`src/rtl/wav_pkg.sv`:
```
// Shared definitions for the WAV stream parser: FSM state encoding,
// RIFF/WAVE chunk identifiers as they appear in card byte order
// ({first byte, second byte}), the PCM format code and a byte-swap helper.
package wav_pkg;

    typedef enum logic [3:0] {
        ST_IDLE      = 4'd0,
        ST_RIFF_ID   = 4'd1,
        ST_RIFF_SIZE = 4'd2,
        ST_WAVE_ID   = 4'd3,
        ST_CK_ID     = 4'd4,
        ST_CK_SIZE   = 4'd5,
        ST_FMT_BODY  = 4'd6,
        ST_SKIP      = 4'd7,
        ST_DATA      = 4'd8,
        ST_DONE      = 4'd9,
        ST_ERR       = 4'd10
    } state_e;

    // Chunk ids, two 16-bit words each, first word arrives first.
    localparam logic [15:0] ID_RIFF0 = 16'h5249;
    localparam logic [15:0] ID_RIFF1 = 16'h4646;
    localparam logic [15:0] ID_WAVE0 = 16'h5741;
    localparam logic [15:0] ID_WAVE1 = 16'h5645;
    localparam logic [15:0] ID_FMT0  = 16'h666D;
    localparam logic [15:0] ID_FMT1  = 16'h7420;
    localparam logic [15:0] ID_DATA0 = 16'h6461;
    localparam logic [15:0] ID_DATA1 = 16'h7461;

    localparam logic [15:0] PCM_FORMAT = 16'h0001;

    // Card order {b0, b1} to little-endian value order {b1, b0}.
    function automatic logic [15:0] swap16(input logic [15:0] w);
        return {w[7:0], w[15:8]};
    endfunction

endpackage

```
`src/rtl/wav_stream_parser.sv`:
```
// wav_stream_parser
// Parses the RIFF/WAVE header of a file streamed word-by-word from SD,
// latches the fmt fields, strips the header and forwards only the PCM
// payload (byte-swapped to sample order) to the audio FIFO write port.
//
// Ports:
//   clk, rst_n       sd_clk domain clock, async active-low reset
//   start            1-cycle pulse: abort, clear everything, expect RIFF
//   in_valid/in_data input word strobe and word {first byte, second byte}
//   pcm_valid/data   payload strobe (1 clk after input) and swapped word
//   hdr_done         data chunk reached, format fields valid
//   hdr_err          malformed header (sticky until start/reset)
//   play_done        all payload words forwarded
//   num_channels, sample_rate, bits_per_sample, data_bytes  latched fields
module wav_stream_parser
    import wav_pkg::*;
#(
    parameter int MAX_HDR_WORDS = 2048,
    parameter int DW            = 16
) (
    input  logic          clk,
    input  logic          rst_n,
    input  logic          start,
    input  logic          in_valid,
    input  logic [DW-1:0] in_data,
    output logic          pcm_valid,
    output logic [DW-1:0] pcm_data,
    output logic          hdr_done,
    output logic          hdr_err,
    output logic          play_done,
    output logic [15:0]   num_channels,
    output logic [31:0]   sample_rate,
    output logic [15:0]   bits_per_sample,
    output logic [31:0]   data_bytes
);

    localparam logic [31:0] MAX_HDR_L = 32'(MAX_HDR_WORDS);

    state_e      state_q, state_d;
    logic        ph_q, ph_d;           // word phase inside 2-word fields
    logic [15:0] w0_q, w0_d;           // first word of a 2-word field
    logic [15:0] id0_q, id0_d;
    logic [15:0] id1_q, id1_d;
    logic [3:0]  k_q, k_d;             // fmt word index, saturates at 8
    logic [31:0] rem_q, rem_d;         // words left in current chunk
    logic [31:0] hdr_cnt_q, hdr_cnt_d; // words consumed before DATA
    logic        pcm_valid_q, pcm_valid_d;
    logic [15:0] pcm_data_q, pcm_data_d;
    logic        hdr_done_q, hdr_done_d;
    logic        hdr_err_q, hdr_err_d;
    logic        play_done_q, play_done_d;
    logic [15:0] nch_q, nch_d;
    logic [31:0] sr_q, sr_d;
    logic [15:0] bps_q, bps_d;
    logic [31:0] dbytes_q, dbytes_d;

    logic [15:0] word_sw_s;
    logic [31:0] size_s;
    logic [32:0] size_p1_s;
    logic [31:0] rem_init_s;
    logic [31:0] hdr_cnt_inc_s;
    logic        is_fmt_s;
    logic        is_data_s;
    logic        in_hdr_s;
    logic        fmt_bad_s;

    // Field decode helpers shared by several states.
    always_comb begin
        word_sw_s     = swap16(in_data);
        size_s        = {word_sw_s, swap16(w0_q)};
        // 33-bit add so a size of 32'hFFFFFFFF still rounds up correctly.
        size_p1_s     = {1'b0, size_s} + 33'd1;
        rem_init_s    = 32'(size_p1_s >> 1);
        hdr_cnt_inc_s = hdr_cnt_q + 32'd1;
        is_fmt_s      = (id0_q == ID_FMT0) && (id1_q == ID_FMT1);
        is_data_s     = (id0_q == ID_DATA0) && (id1_q == ID_DATA1);
        in_hdr_s      = (state_q >= ST_RIFF_ID) && (state_q <= ST_SKIP);
        fmt_bad_s     = (k_q == 4'd0) && (word_sw_s != PCM_FORMAT);
    end

    // Next-state and datapath updates; acts only on start or in_valid.
    always_comb begin
        state_d     = state_q;
        ph_d        = ph_q;
        w0_d        = w0_q;
        id0_d       = id0_q;
        id1_d       = id1_q;
        k_d         = k_q;
        rem_d       = rem_q;
        hdr_cnt_d   = hdr_cnt_q;
        pcm_valid_d = 1'b0;
        pcm_data_d  = pcm_data_q;
        nch_d       = nch_q;
        sr_d        = sr_q;
        bps_d       = bps_q;
        dbytes_d    = dbytes_q;

        if (start) begin
            // The word arriving with start is deliberately dropped.
            state_d    = ST_RIFF_ID;
            ph_d       = 1'b0;
            w0_d       = 16'h0000;
            id0_d      = 16'h0000;
            id1_d      = 16'h0000;
            k_d        = 4'd0;
            rem_d      = 32'd0;
            hdr_cnt_d  = 32'd0;
            pcm_data_d = 16'h0000;
            nch_d      = 16'h0000;
            sr_d       = 32'd0;
            bps_d      = 16'h0000;
            dbytes_d   = 32'd0;
        end else if (in_valid) begin
            case (state_q)
                ST_RIFF_ID: begin
                    ph_d = ~ph_q;
                    if (in_data != (ph_q ? ID_RIFF1 : ID_RIFF0)) begin
                        state_d = ST_ERR;
                    end else if (ph_q) begin
                        state_d = ST_RIFF_SIZE;
                    end else begin
                        state_d = ST_RIFF_ID;
                    end
                end
                ST_RIFF_SIZE: begin
                    ph_d = ~ph_q;
                    if (ph_q) begin
                        state_d = ST_WAVE_ID;
                    end else begin
                        state_d = ST_RIFF_SIZE;
                    end
                end
                ST_WAVE_ID: begin
                    ph_d = ~ph_q;
                    if (in_data != (ph_q ? ID_WAVE1 : ID_WAVE0)) begin
                        state_d = ST_ERR;
                    end else if (ph_q) begin
                        state_d = ST_CK_ID;
                    end else begin
                        state_d = ST_WAVE_ID;
                    end
                end
                ST_CK_ID: begin
                    ph_d = ~ph_q;
                    if (ph_q) begin
                        id0_d   = w0_q;
                        id1_d   = in_data;
                        state_d = ST_CK_SIZE;
                    end else begin
                        w0_d = in_data;
                    end
                end
                ST_CK_SIZE: begin
                    ph_d = ~ph_q;
                    if (!ph_q) begin
                        w0_d = in_data;
                    end else begin
                        rem_d = rem_init_s;
                        k_d   = 4'd0;
                        if (is_fmt_s) begin
                            if (size_s < 32'd16) begin
                                state_d = ST_ERR;
                            end else begin
                                state_d = ST_FMT_BODY;
                            end
                        end else if (is_data_s) begin
                            dbytes_d = size_s;
                            if (rem_init_s == 32'd0) begin
                                state_d = ST_DONE;
                            end else begin
                                state_d = ST_DATA;
                            end
                        end else begin
                            if (rem_init_s == 32'd0) begin
                                state_d = ST_CK_ID;
                            end else begin
                                state_d = ST_SKIP;
                            end
                        end
                    end
                end
                ST_FMT_BODY: begin
                    rem_d = rem_q - 32'd1;
                    if (k_q != 4'd8) begin
                        k_d = k_q + 4'd1;
                    end else begin
                        k_d = k_q;
                    end
                    case (k_q)
                        4'd1:    nch_d = word_sw_s;
                        4'd2:    sr_d  = {sr_q[31:16], word_sw_s};
                        4'd3:    sr_d  = {word_sw_s, sr_q[15:0]};
                        4'd7:    bps_d = word_sw_s;
                        default: nch_d = nch_q;
                    endcase
                    if (fmt_bad_s) begin
                        state_d = ST_ERR;
                    end else if (rem_q == 32'd1) begin
                        state_d = ST_CK_ID;
                    end else begin
                        state_d = ST_FMT_BODY;
                    end
                end
                ST_SKIP: begin
                    rem_d = rem_q - 32'd1;
                    if (rem_q == 32'd1) begin
                        state_d = ST_CK_ID;
                    end else begin
                        state_d = ST_SKIP;
                    end
                end
                ST_DATA: begin
                    pcm_valid_d = 1'b1;
                    pcm_data_d  = word_sw_s;
                    rem_d       = rem_q - 32'd1;
                    if (rem_q == 32'd1) begin
                        state_d = ST_DONE;
                    end else begin
                        state_d = ST_DATA;
                    end
                end
                default: begin
                    // IDLE, DONE and ERR ignore input.
                    state_d = state_q;
                end
            endcase

            // Header length guard overrides whatever the chunk logic chose.
            if (in_hdr_s) begin
                hdr_cnt_d = hdr_cnt_inc_s;
                if (hdr_cnt_inc_s > MAX_HDR_L) begin
                    state_d = ST_ERR;
                end else begin
                    hdr_cnt_d = hdr_cnt_inc_s;
                end
            end else begin
                hdr_cnt_d = hdr_cnt_q;
            end
        end else begin
            state_d = state_q;
        end

        hdr_done_d  = (state_d == ST_DATA) || (state_d == ST_DONE);
        hdr_err_d   = (state_d == ST_ERR);
        play_done_d = (state_d == ST_DONE);
    end

    // State and output registers.
    always_ff @(posedge clk or negedge rst_n) begin
        if (!rst_n) begin
            state_q     <= ST_IDLE;
            ph_q        <= 1'b0;
            w0_q        <= 16'h0000;
            id0_q       <= 16'h0000;
            id1_q       <= 16'h0000;
            k_q         <= 4'd0;
            rem_q       <= 32'd0;
            hdr_cnt_q   <= 32'd0;
            pcm_valid_q <= 1'b0;
            pcm_data_q  <= 16'h0000;
            hdr_done_q  <= 1'b0;
            hdr_err_q   <= 1'b0;
            play_done_q <= 1'b0;
            nch_q       <= 16'h0000;
            sr_q        <= 32'd0;
            bps_q       <= 16'h0000;
            dbytes_q    <= 32'd0;
        end else begin
            state_q     <= state_d;
            ph_q        <= ph_d;
            w0_q        <= w0_d;
            id0_q       <= id0_d;
            id1_q       <= id1_d;
            k_q         <= k_d;
            rem_q       <= rem_d;
            hdr_cnt_q   <= hdr_cnt_d;
            pcm_valid_q <= pcm_valid_d;
            pcm_data_q  <= pcm_data_d;
            hdr_done_q  <= hdr_done_d;
            hdr_err_q   <= hdr_err_d;
            play_done_q <= play_done_d;
            nch_q       <= nch_d;
            sr_q        <= sr_d;
            bps_q       <= bps_d;
            dbytes_q    <= dbytes_d;
        end
    end

    assign pcm_valid       = pcm_valid_q;
    assign pcm_data        = pcm_data_q;
    assign hdr_done        = hdr_done_q;
    assign hdr_err         = hdr_err_q;
    assign play_done       = play_done_q;
    assign num_channels    = nch_q;
    assign sample_rate     = sr_q;
    assign bits_per_sample = bps_q;
    assign data_bytes      = dbytes_q;

endmodule

```
`config.mk`:
```
export PLATFORM = sky130hd
export DESIGN_NAME = wav_stream_parser
export DESIGN_NICKNAME = d
export VERILOG_FILES = /design/src/rtl/wav_pkg.sv /design/src/rtl/wav_stream_parser.sv
export SDC_FILE = /design/constraint.sdc
export NUM_CORES = 1
export LEC_CHECK = 0
export CORE_ASPECT_RATIO = 1.75
export CORE_MARGIN = 3
export CORE_UTILIZATION = 50
export CTS_CLUSTER_DIAMETER = 30
export DETAILED_ROUTE_END_ITERATION = 12
export PLACE_DENSITY = 0.72
export SLEW_MARGIN = 20
export SYNTH_ARGS = -nofsm -noshare
export SYNTH_HDL_FRONTEND = slang
export SYNTH_SLANG_ARGS = --single-unit
```
`constraint.sdc`:
```
create_clock -name clk -period 8.24 [get_ports clk]
set_input_delay 0.824 -clock clk [delete_from_list [all_inputs] [get_ports clk]]
set_output_delay 0.824 -clock clk [all_outputs]
set_load 0.02 [all_outputs]
```
# Yosys cells after proc, flatten, opt, wreduce, memory -nomap -nowiden
# Index checks and enable logic that the tools add are counted.
# op_classes
addsub	4
order_cmp	4
n_eq_ne	30
muxes	74
n_bitwise	1
n_reduce_logical	38
# op_table
op	count
2-to-1 mux 32 bit	15
2-to-1 mux 16 bit	23
one-hot mux 32 bit (2 select lines)	2
equality test 16 x 15 -> 1 bit, second input constant	4
2-to-1 mux 4 bit	16
adder 32 x 1 -> 33 bit, second input constant	1
adder 32 x 1 -> 32 bit, second input constant	1
equality test 32 x 1 -> 1 bit, second input constant	1
> comparator 32 x 12 -> 1 bit, second input constant	1
logical NOT 32 bit	1
< comparator 32 x 5 -> 1 bit, second input constant	1
inequality test 16 x 15 -> 1 bit	2
one-hot mux 4 bit (8 select lines)	1
subtractor 32 x 1 -> 32 bit, second input constant	1
nonzero test 2 bit	14
equality test 4 x 3 -> 1 bit, second input constant	5
equality test 4 x 2 -> 1 bit, second input constant	4
equality test 4 bit, second input constant	4
inequality test 16 x 1 -> 1 bit, second input constant	1
AND reduction 3 bit	5
2-to-1 mux 13 bit	1
AND reduction 4 bit	3
2-to-1 mux 1 bit	9
2-to-1 mux 9 bit	1
20 further kinds	34
# word_totals
register_bits	237
inputBits	20
out_inout_bits	116
elab_cells	169

# Longest topological paths before layout
# Gate-level depths: netlist of run 1.
# logic_depth
word_depth	13
depth_mapped	16

# Worst setup path before layout of run 1
# No wires, ideal clock.
# synth_path
path_type	reg-to-reg
start	reg w0_q[13]
end	reg hdr_err_q (netlist: hdr_err)
arrival_time_ns	3.426
setup_slack_ns	4.713
stages_incl_launch_ff	17
n_path_buf	1
period_less_slack_ns	3.527
path_cell_list	dfrtp_1 clkbuf_1 nand3_1 nor4_1 nand2_1 nor2_1 nand3_1 a2111oi_0 nand4_1 nand4b_1 ha_1 inv_1 o2111ai_1 nand4_1 o32ai_1 nand3_1 o32ai_1
# synth_via
elab_chain_cells	12
word_cells_on_any_way	15
classes_between	add/sub (1); order compare (1); eq/ne (1); mux (11); reduce/logical (1)
# synth_rtl
element	line_no	rtl
from (decl)	wav_stream_parser.sv:41	logic [15:0] w0_q, w0_d;
from (signal assigned)	wav_stream_parser.sv:271	w0_q <= w0_d;
adder 32 x 1 -> 33 bit	wav_stream_parser.sv:72	size_p1_s = {1'b0, size_s} + 33'd1;
logical NOT 32 bit	wav_stream_parser.sv:168, wav_stream_parser.sv:174	
2-to-1 mux 2 bit / 2-to-1 mux 1 bit (equally long branches)	wav_stream_parser.sv:174, wav_stream_parser.sv:168	
2-to-1 mux 4 bit	wav_stream_parser.sv:166	end else if (is_data_s) begin
2-to-1 mux 4 bit *	wav_stream_parser.sv:160	if (is_fmt_s) begin
2-to-1 mux 4 bit *	wav_stream_parser.sv:155	if (!ph_q) begin
one-hot mux 4 bit (8 select lines) *	wav_stream_parser.sv:114	case (state_q)
2-to-1 mux 4 bit	wav_stream_parser.sv:231	if (hdr_cnt_inc_s > MAX_HDR_L) begin
2-to-1 mux 4 bit *	wav_stream_parser.sv:229	if (in_hdr_s) begin
2-to-1 mux 4 bit *	wav_stream_parser.sv:113	end else if (in_valid) begin
2-to-1 mux 4 bit *	wav_stream_parser.sv:98	if (start) begin
equality test 4 bit *	wav_stream_parser.sv:244	hdr_err_d = (state_d == ST_ERR);
named net hdr_err_d	wav_stream_parser.sv:50	logic hdr_err_q, hdr_err_d;
to (signal assigned)	wav_stream_parser.sv:280	hdr_err_q <= hdr_err_d;
to (decl)	wav_stream_parser.sv:50	
# The timed path passes the listed nets; every way through them passes the cells marked *.
# A chain may end at the register's enable or synchronous reset.

# Worst setup path after layout of run 1
# layout_path
start	in in_data[8]
end	reg hdr_err_q (netlist: hdr_err)
# layout_via
elab_chain_cells	12
word_cells_on_any_way	22
classes_between	add/sub (1); order compare (1); eq/ne (4); mux (14); reduce/logical (2)
# layout_rtl
element	line_no	rtl
from (decl)	wav_stream_parser.sv:25	input logic [DW-1:0] in_data,
adder 32 x 1 -> 33 bit	wav_stream_parser.sv:72	
logical NOT 32 bit	wav_stream_parser.sv:168, wav_stream_parser.sv:174	
2-to-1 mux 2 bit / 2-to-1 mux 1 bit (equally long branches)	wav_stream_parser.sv:174, wav_stream_parser.sv:168	
2-to-1 mux 4 bit	wav_stream_parser.sv:166	
2-to-1 mux 4 bit	wav_stream_parser.sv:160	
2-to-1 mux 4 bit	wav_stream_parser.sv:155	
one-hot mux 4 bit (8 select lines) *	wav_stream_parser.sv:114	
2-to-1 mux 4 bit	wav_stream_parser.sv:231	
2-to-1 mux 4 bit *	wav_stream_parser.sv:229	
2-to-1 mux 4 bit *	wav_stream_parser.sv:113	
2-to-1 mux 4 bit *	wav_stream_parser.sv:98	
equality test 4 bit *	wav_stream_parser.sv:244	
named net hdr_err_d	wav_stream_parser.sv:50	
# Marked as above.

==> results of run 1 <==
-- kinds of logic after synthesis --
kind of cell	synth area share (%)
xor gates and xnor gates	4.22
buffers and inverters	3.92
muxes	1.63
adders and majority gates	1.00
AOI/OAI and AO/OA	17.1
and+or+nand+nor	24.5
DFF	47.6
-- metal layers --
| metal | vias up | part of all wire [%] | GRT usage [%] |
|---|---|---|---|
| met5 | - | 0 | 0 |
| met4 | 0 | 5.3 | 14.6 |
| met3 | 124 | 5.3 | 3.83 |
| met2 | 454 | 54 | 52.9 |
| met1 | 5645 | 35 | 32.6 |
| li1 | 5366 | - | - |
-- through the flow --
stage,setup slack [ns],cells
after floorplan,4.71,1471
after global placement,3.70,1824
after detailed placement,3.53,1824
after CTS,4.07,1896
after global routing,3.75,1896
final,3.96,1896
-- flip-flops by register name (all words and copies together) (netlist names) --
| signal | count |
|---|---|
| ph_q | 1 |
| hdr_cnt_q | 32 |
| state_q | 4 |
| bits_per_sample | 16 |
| num_channels | 16 |
| rem_q | 32 |
| hdr_done | 1 |
| pcm_data | 16 |
| data_bytes | 32 |
| hdr_err | 1 |
| id1_q | 16 |
| w0_q | 16 |
| play_done | 1 |
| k_q | 4 |
| sample_rate | 32 |
| id0_q | 16 |
| pcm_valid | 1 |
-- worst max-delay path: cells and delay by family --
family	cells	cell delay (ns)
AO/OA/AOI/OAI	4	1.03
adder cells (fa/ha/maj)	1	0.32
buffers and inverters	2	0.84
AND/OR/NAND/NOR	9	1.68
-- final cells by class --
| class | count | area, um^2 | share of cell area, % |
|---|---|---|---|
| clock buffer | 46 | 1080 | 7.02 |
| clock inverter | 26 | 378 | 2.45 |
| inverter | 15 | 56.3 | 0.364 |
| multi-input combinational | 1106 | 6090 | 39.4 |
| sequential | 237 | 5930 | 38.4 |
| tap | 308 | 385 | 2.49 |
| timing repair buffer | 158 | 1530 | 9.88 |
-- worst max-delay path by stage --
stage                     startpoint       to  slack (ns)
final                     in_data[8]  hdr_err        3.96
after global routing        w0_q[13]  hdr_err        3.75
after CTS                 in_data[8]  hdr_err        4.07
after detailed placement  in_data[8]  hdr_err        3.53
after global placement    in_data[8]  hdr_err        3.70
after floorplan             w0_q[13]  hdr_err        4.71
-- cells in the mapped netlist, drive strengths merged, types with 3 or more instances --
cell type	n	share of area, %
nand4b	3	0.21
nor2	131	3.9
nand3b	5	0.30
a21oi	124	5.0
a22oi	6	0.36
a22o	16	1.1
a31oi	19	0.95
and4	5	0.35
clkbuf	102	3.1
a32o	3	0.24
nand4	36	1.8
mux2i	18	1.4
and2	10	0.50
o31ai	34	2.0
nor3b	6	0.36
a211o	3	0.21
nand2	293	8.8
nand2b	4	0.20
or2	4	0.20
nor4b	7	0.49
nor4	21	1.1
o21ai	115	4.6
o22ai	6	0.30
nor2b	4	0.20
a211oi	3	0.18
buf	11	0.39
nor4bb	3	0.24
inv	14	0.42
nor3	34	1.4
or4	8	0.48
nand3	45	1.8
or3	15	0.75
and3	20	1.0
dfrtp	237	48
ha	10	1.0
xnor2	34	2.4
xor2	26	1.8
-- power groups by stage --
stage	Clock, uW	Sequential, uW	Combinational, uW
after floorplan	0	1260	197
after global placement	0	1260	360
after detailed placement	0	1260	362
after CTS	1820	1240	364
after global routing	1870	1240	395
final	1800	1240	367
-- cell usage in the layout (no fill, tap or decap), types with 5 or more instances in the layout --
| master | netlist | layout |
|---|---|---|
| buf_4 | 1 | 24 |
| ha_1 | 10 | 10 |
| dfrtp_1 | 237 | 237 |
| and4_1 | 5 | 5 |
| o21ai_0 | 115 | 115 |
| a31oi_1 | 19 | 16 |
| nand4_1 | 36 | 36 |
| and2_1 | 9 | 9 |
| o22ai_1 | 6 | 6 |
| nand2_1 | 293 | 293 |
| xor2_1 | 26 | 26 |
| nor4_1 | 21 | 20 |
| or3_1 | 15 | 15 |
| inv_1 | 14 | 14 |
| nand3_1 | 44 | 44 |
| a22oi_1 | 6 | 6 |
| mux2i_1 | 18 | 18 |
| nor2_1 | 131 | 129 |
| clkinv_4 | 0 | 9 |
| nor4b_1 | 7 | 7 |
| bufinv_16 | 0 | 7 |
| inv_6 | 0 | 5 |
| nor3b_1 | 6 | 6 |
| nor3_1 | 34 | 32 |
| a21oi_1 | 124 | 124 |
| xnor2_1 | 34 | 34 |
| or4_1 | 8 | 8 |
| clkdlybuf4s50_1 | 0 | 133 |
| a22o_1 | 16 | 16 |
| and3_1 | 20 | 20 |
| clkbuf_16 | 0 | 41 |
| o31ai_1 | 34 | 34 |
| nand3b_1 | 5 | 5 |
==> flow_summary.yaml, run 1 <==
global_route:
  grt_pass1_vias: 11400
  grtUsageTotal_pct: 28.9
  grt.overflow.total: 0
  antenna_found_initial: 0
  grt_pass1_wl_um: 62300
  grt_max_degree: 118
logic_synthesis:
  syn_nets: 1501
  yosysUniqueCellTypes: 65
  ys_ff_latch: 237
  synthFlopType: "dfrtp_1"
  async_flop_share_pct: 100
  yosysSeqAreaShare_pct: 47.6
  syn_inst: 1471
  synth-edff-count: 0
  synth_area_mm2: 0.0125
  ys_warn_count: 0
  synth.avg_cell_area_um2: 8.46
routing:
  firstDrtPassIters: 5
  drc: 0
  vias: 11600
  drt-total-wl_um: 39400
  ant_nets: 0
  viasPerCell: 6.11
  drtIter0Drc: 927
  post_drt_wl_per_cell_um: 20.8
floorplanning:
  fp.dieH_um: 215
  boundaryPins: 136
  die_w_um: 125
  fp.dieArea_mm2: 0.0269
  start_util_pct: 51.4
  row_count: 75
  core_mm2: 0.0242
setup_path:
  critPathKind: "input pin to flop"
  critPathSlowestCell: "clkdlybuf4s50_1"
  cp.arrival_ns: 4.71
  start_kind: "input pin"
  slowest_delay_ns: 0.80
  crit_chain: "clkdlybuf4s50_1, and3_1, and4_1, nand2_1, nor2_1, nand3_1, a2111oi_0, nand4_1, nand4b_1, ha_1, inv_1, o2111ai_1, nand4_1, o32ai_1, nand3_1, o32ai_1"
  crit_path_end_kind: "flop"
  rrSetupSlack_ns: 4.11
  cp_max_fo: 14
  timing.rr.end: "hdr_err"
  ff2ff_path_depth: 15
  cp.required_ns: 8.67
  worstReg2RegStart: "w0_q[14]"
power:
  p_clk_share_pct: 52.8
  switchingPower_uw: 903
  p_int_uw: 2500
  power_uw: 3400
  power_frac_comb_pct: 10.8
  netSwitchingFraction_pct: 26.5
  seq_power_share_pct: 36.4
  leakage_uw: 0.00637
  power_density_mw_per_mm2: 220
  ir_worst_vdd_mv: 0.185
cells_and_area:
  final_core_util_pct: 63.8
  fillerInstances: 2115
  fin_area_mm2: 0.0155
  drive_above_1_share_pct: 7.30
  n_antenna_cell: 0
  area_growth_pct: 24.1
  nNetsFinal: 1589
placement:
  dp_hpwl_um: 27300
  dpl_cell_area_mm2: 0.0140
  place_congestion: 0.985
  numPortBuffers: 135
cts:
  clk_latency_ns: 0.55
  ctsHoldBuffers: 0
  post-cts-setup-buffer-count: 0
  clkTransAtPathRegs_ns: 0.05
  cts_resized: 0
  clock_sinks: 237
  cts_root_buf: "clkbuf_16"
  tritoncts: "built"
  htree_levels: 2
  ctsLongestPathBuffers: 3
  cts_inserted_buffers: 41
timing:
  fin_hold_ws_ns: 0.385
  period_minus_slack_ns: 4.28
  hold_viol: 0
  fin_crit_sh_pct: 51.9
  rsz0062_at_grt: "false"
  setup_viol: 0
  clock.fmax_ghz: 0.234
  setup_tns_ns: 0
  skew_ns: 0.0287
  worstMarginPinSlew_ns: 0.916
  maxSlewHeadroom_pct: 39.0
  slew_violations: 0
outcome:
  status: "complete, no violations"
hold_path:
  hp-class: "input pin to async pin"
job:
  drv_cap: 0
Note: power is estimated with default switching activity, not from simulation.
==> run 2: changes to the inputs <==
clock period = 4.35 ns   (was 8.24 ns; I/O delays follow)
==> run 2 against run 1 <==
  * The run now ends with hold timing left
  * Global-route usage increased by 0.92 points
  * Register-to-register slack got worse by 3.5 ns
  * Via count increased by 1.3%
  * Sequential share of layout area about the same
  * Cell count increased by 0.84%
  * Highest routed layer unchanged
==> flow_summary.yaml, run 2 (same netlist as run 1, synthesis figures left out) <==
job:
  drv_cap: 0
floorplanning:
  start_util_pct: 51.4
  core_mm2: 0.0242
  fp.dieH_um: 215
  boundaryPins: 136
  row_count: 75
  die_w_um: 125
  fp.dieArea_mm2: 0.0269
global_route:
  grt_max_degree: 111
  grt.overflow.total: 0
  grtUsageTotal_pct: 29.8
  grt_pass1_wl_um: 64000
  antenna_found_initial: 0
  grt_pass1_vias: 11500
setup_path:
  cp.arrival_ns: 4.14
  worstReg2RegStart: "w0_q[13]"
  crit_start: "w0_q[13]"
  cp_max_fo: 10
  start_kind: "flop"
  timing.rr.end: "hdr_err"
  slowest_delay_ns: 0.53
  rrSetupSlack_ns: 0.63
  crit_path_end_kind: "flop"
  path_delay_family: "simple AND/OR/NAND/NOR gates"
  ff2ff_path_depth: 16
  critPathSlowestCell: "dfrtp_1"
  cp.required_ns: 4.77
  crit_buf_inv: 2
  critPathKind: "flop to flop"
  crit_chain: "nand3_1, nor3_1, buf_4, nand2_1, xnor2_1, or4_1, nor3_1, nand4_1, nand4b_1, ha_1, inv_1, o2111ai_1, nand4_1, o32ai_1, nand3_1, o32ai_1"
cells_and_area:
  area_growth_pct: 24.0
  drive_above_1_share_pct: 8.10
  layout_commonest_cell: "nand2_1"
  nNetsFinal: 1607
  most-common-layout-cells: "nand2_1, dfrtp_1, clkdlybuf4s50_1, nor2_1, a21oi_1"
  n_antenna_cell: 0
hold_path:
  hp-class: "input pin to async pin"
cts:
  htree_levels: 2
  cts_resized: 0
  ctsLongestPathBuffers: 3
  post-cts-setup-buffer-count: 0
  cts_root_buf: "clkbuf_16"
  clkTransAtPathRegs_ns: 0.06
  clock_sinks: 237
  cts_inserted_buffers: 36
  clk_latency_ns: 0.54
  tritoncts: "built"
  ctsHoldBuffers: 0
power:
  ir_worst_vdd_mv: 0.325
  power_density_mw_per_mm2: 394
  leakage_uw: 0.00638
routing:
  firstDrtPassIters: 5
  vias: 11700
  drtIter0Drc: 949
  viasPerCell: 6.14
  drt-total-wl_um: 40100
  drc: 0
  ant_nets: 0
  post_drt_wl_per_cell_um: 21.0
timing:
  fin_crit_sh_pct: 85.5
  period_minus_slack_ns: 3.72
  hold_viol: 35
  setup_tns_ns: 0
  worstMarginPinSlew_ns: 0.954
  slew_violations: 0
  setup_viol: 0
  fin_hold_ws_ns: -0.0459
  clock.fmax_ghz: 0.269
  setup_slack_ns: 0.630
  rsz0062_at_grt: "false"
  skew_ns: 0.0201
  maxSlewHeadroom_pct: 36.4
outcome:
  status: "complete, but fails checks"
  violations: "hold timing"
placement:
  post-place-ws_ns: 0.558
  place_congestion: 1.00
  numPortBuffers: 135
  dp_hpwl_um: 28400
## run 2: cell count changes in the layout (fill, tap and decap cells not counted), sizes merged
cell,before,now
clkinvlp,1,3
clkinv,13,9
clkbuf,46,40
buf,25,48
inv,20,24
bufinv,7,4
## run 2: layout make-up
type | instances | area (um^2)
sequential | 237 | 5930
clock buffer | 40 | 947
multi-input combinational | 1106 | 6090
clock inverter | 25 | 318
tap | 308 | 385
inverter | 15 | 56.3
fill | 2106 | 8780
timing repair buffer | 181 | 1710
## run 2: power breakdown
part / total, uW / leakage, uW / switching (uW) / internal [uW]
registers: 2340 / 0.00325 / 77.0 / 2270
logic: 720 / 0.00252 / 467 / 253
clock network: 3010 / 0.000610 / 1150 / 1860
total: 6070 / 0.00638 / 1690 / 4380
## run 2: how the worst max path moves through the flow
stage / to / slack, ns / depth (start not counted)
6_report: hdr_err / 0.63 / 16
5_1_grt: hdr_err / 0.29 / 16
4_1_cts: hdr_err / 0.71 / 16
3_5_place_dp: hdr_err / 0.56 / 16
3_3_place_gp: hdr_err / 0.63 / 16
2_1_floorplan: hdr_err / 0.82 / 16
## run 2: per-stage QoR
stage | area [um^2] | power [uW] | hold WS [ns] | utilization, % | instances
after detailed placement | 14200 | 3090 | 0.466 | 58.5 | 1847
after CTS | 15400 | 6110 | 0.00100 | 63.7 | 1912
final | 15400 | 6070 | -0.0459 | 63.8 | 1912
after global placement | 14200 | 3080 | 0.461 | 58.5 | 1847
after floorplan | 12500 | 2770 | 0.139 | - | 1471
after global routing | 15400 | 6280 | 0.0276 | 63.8 | 1912
## run 2: routing by layer
metal | GRT usage (%) | vias up | share of wire, % | wire [um]
li1 | - | 5403 | - | -
met1 | 33.6 | 5680 | 35 | 14200
met2 | 53.6 | 506 | 52 | 21000
met3 | 4.12 | 150 | 5.6 | 2230
met4 | 16.7 | 0 | 6.8 | 2740
met5 | 0 | - | 0 | 0
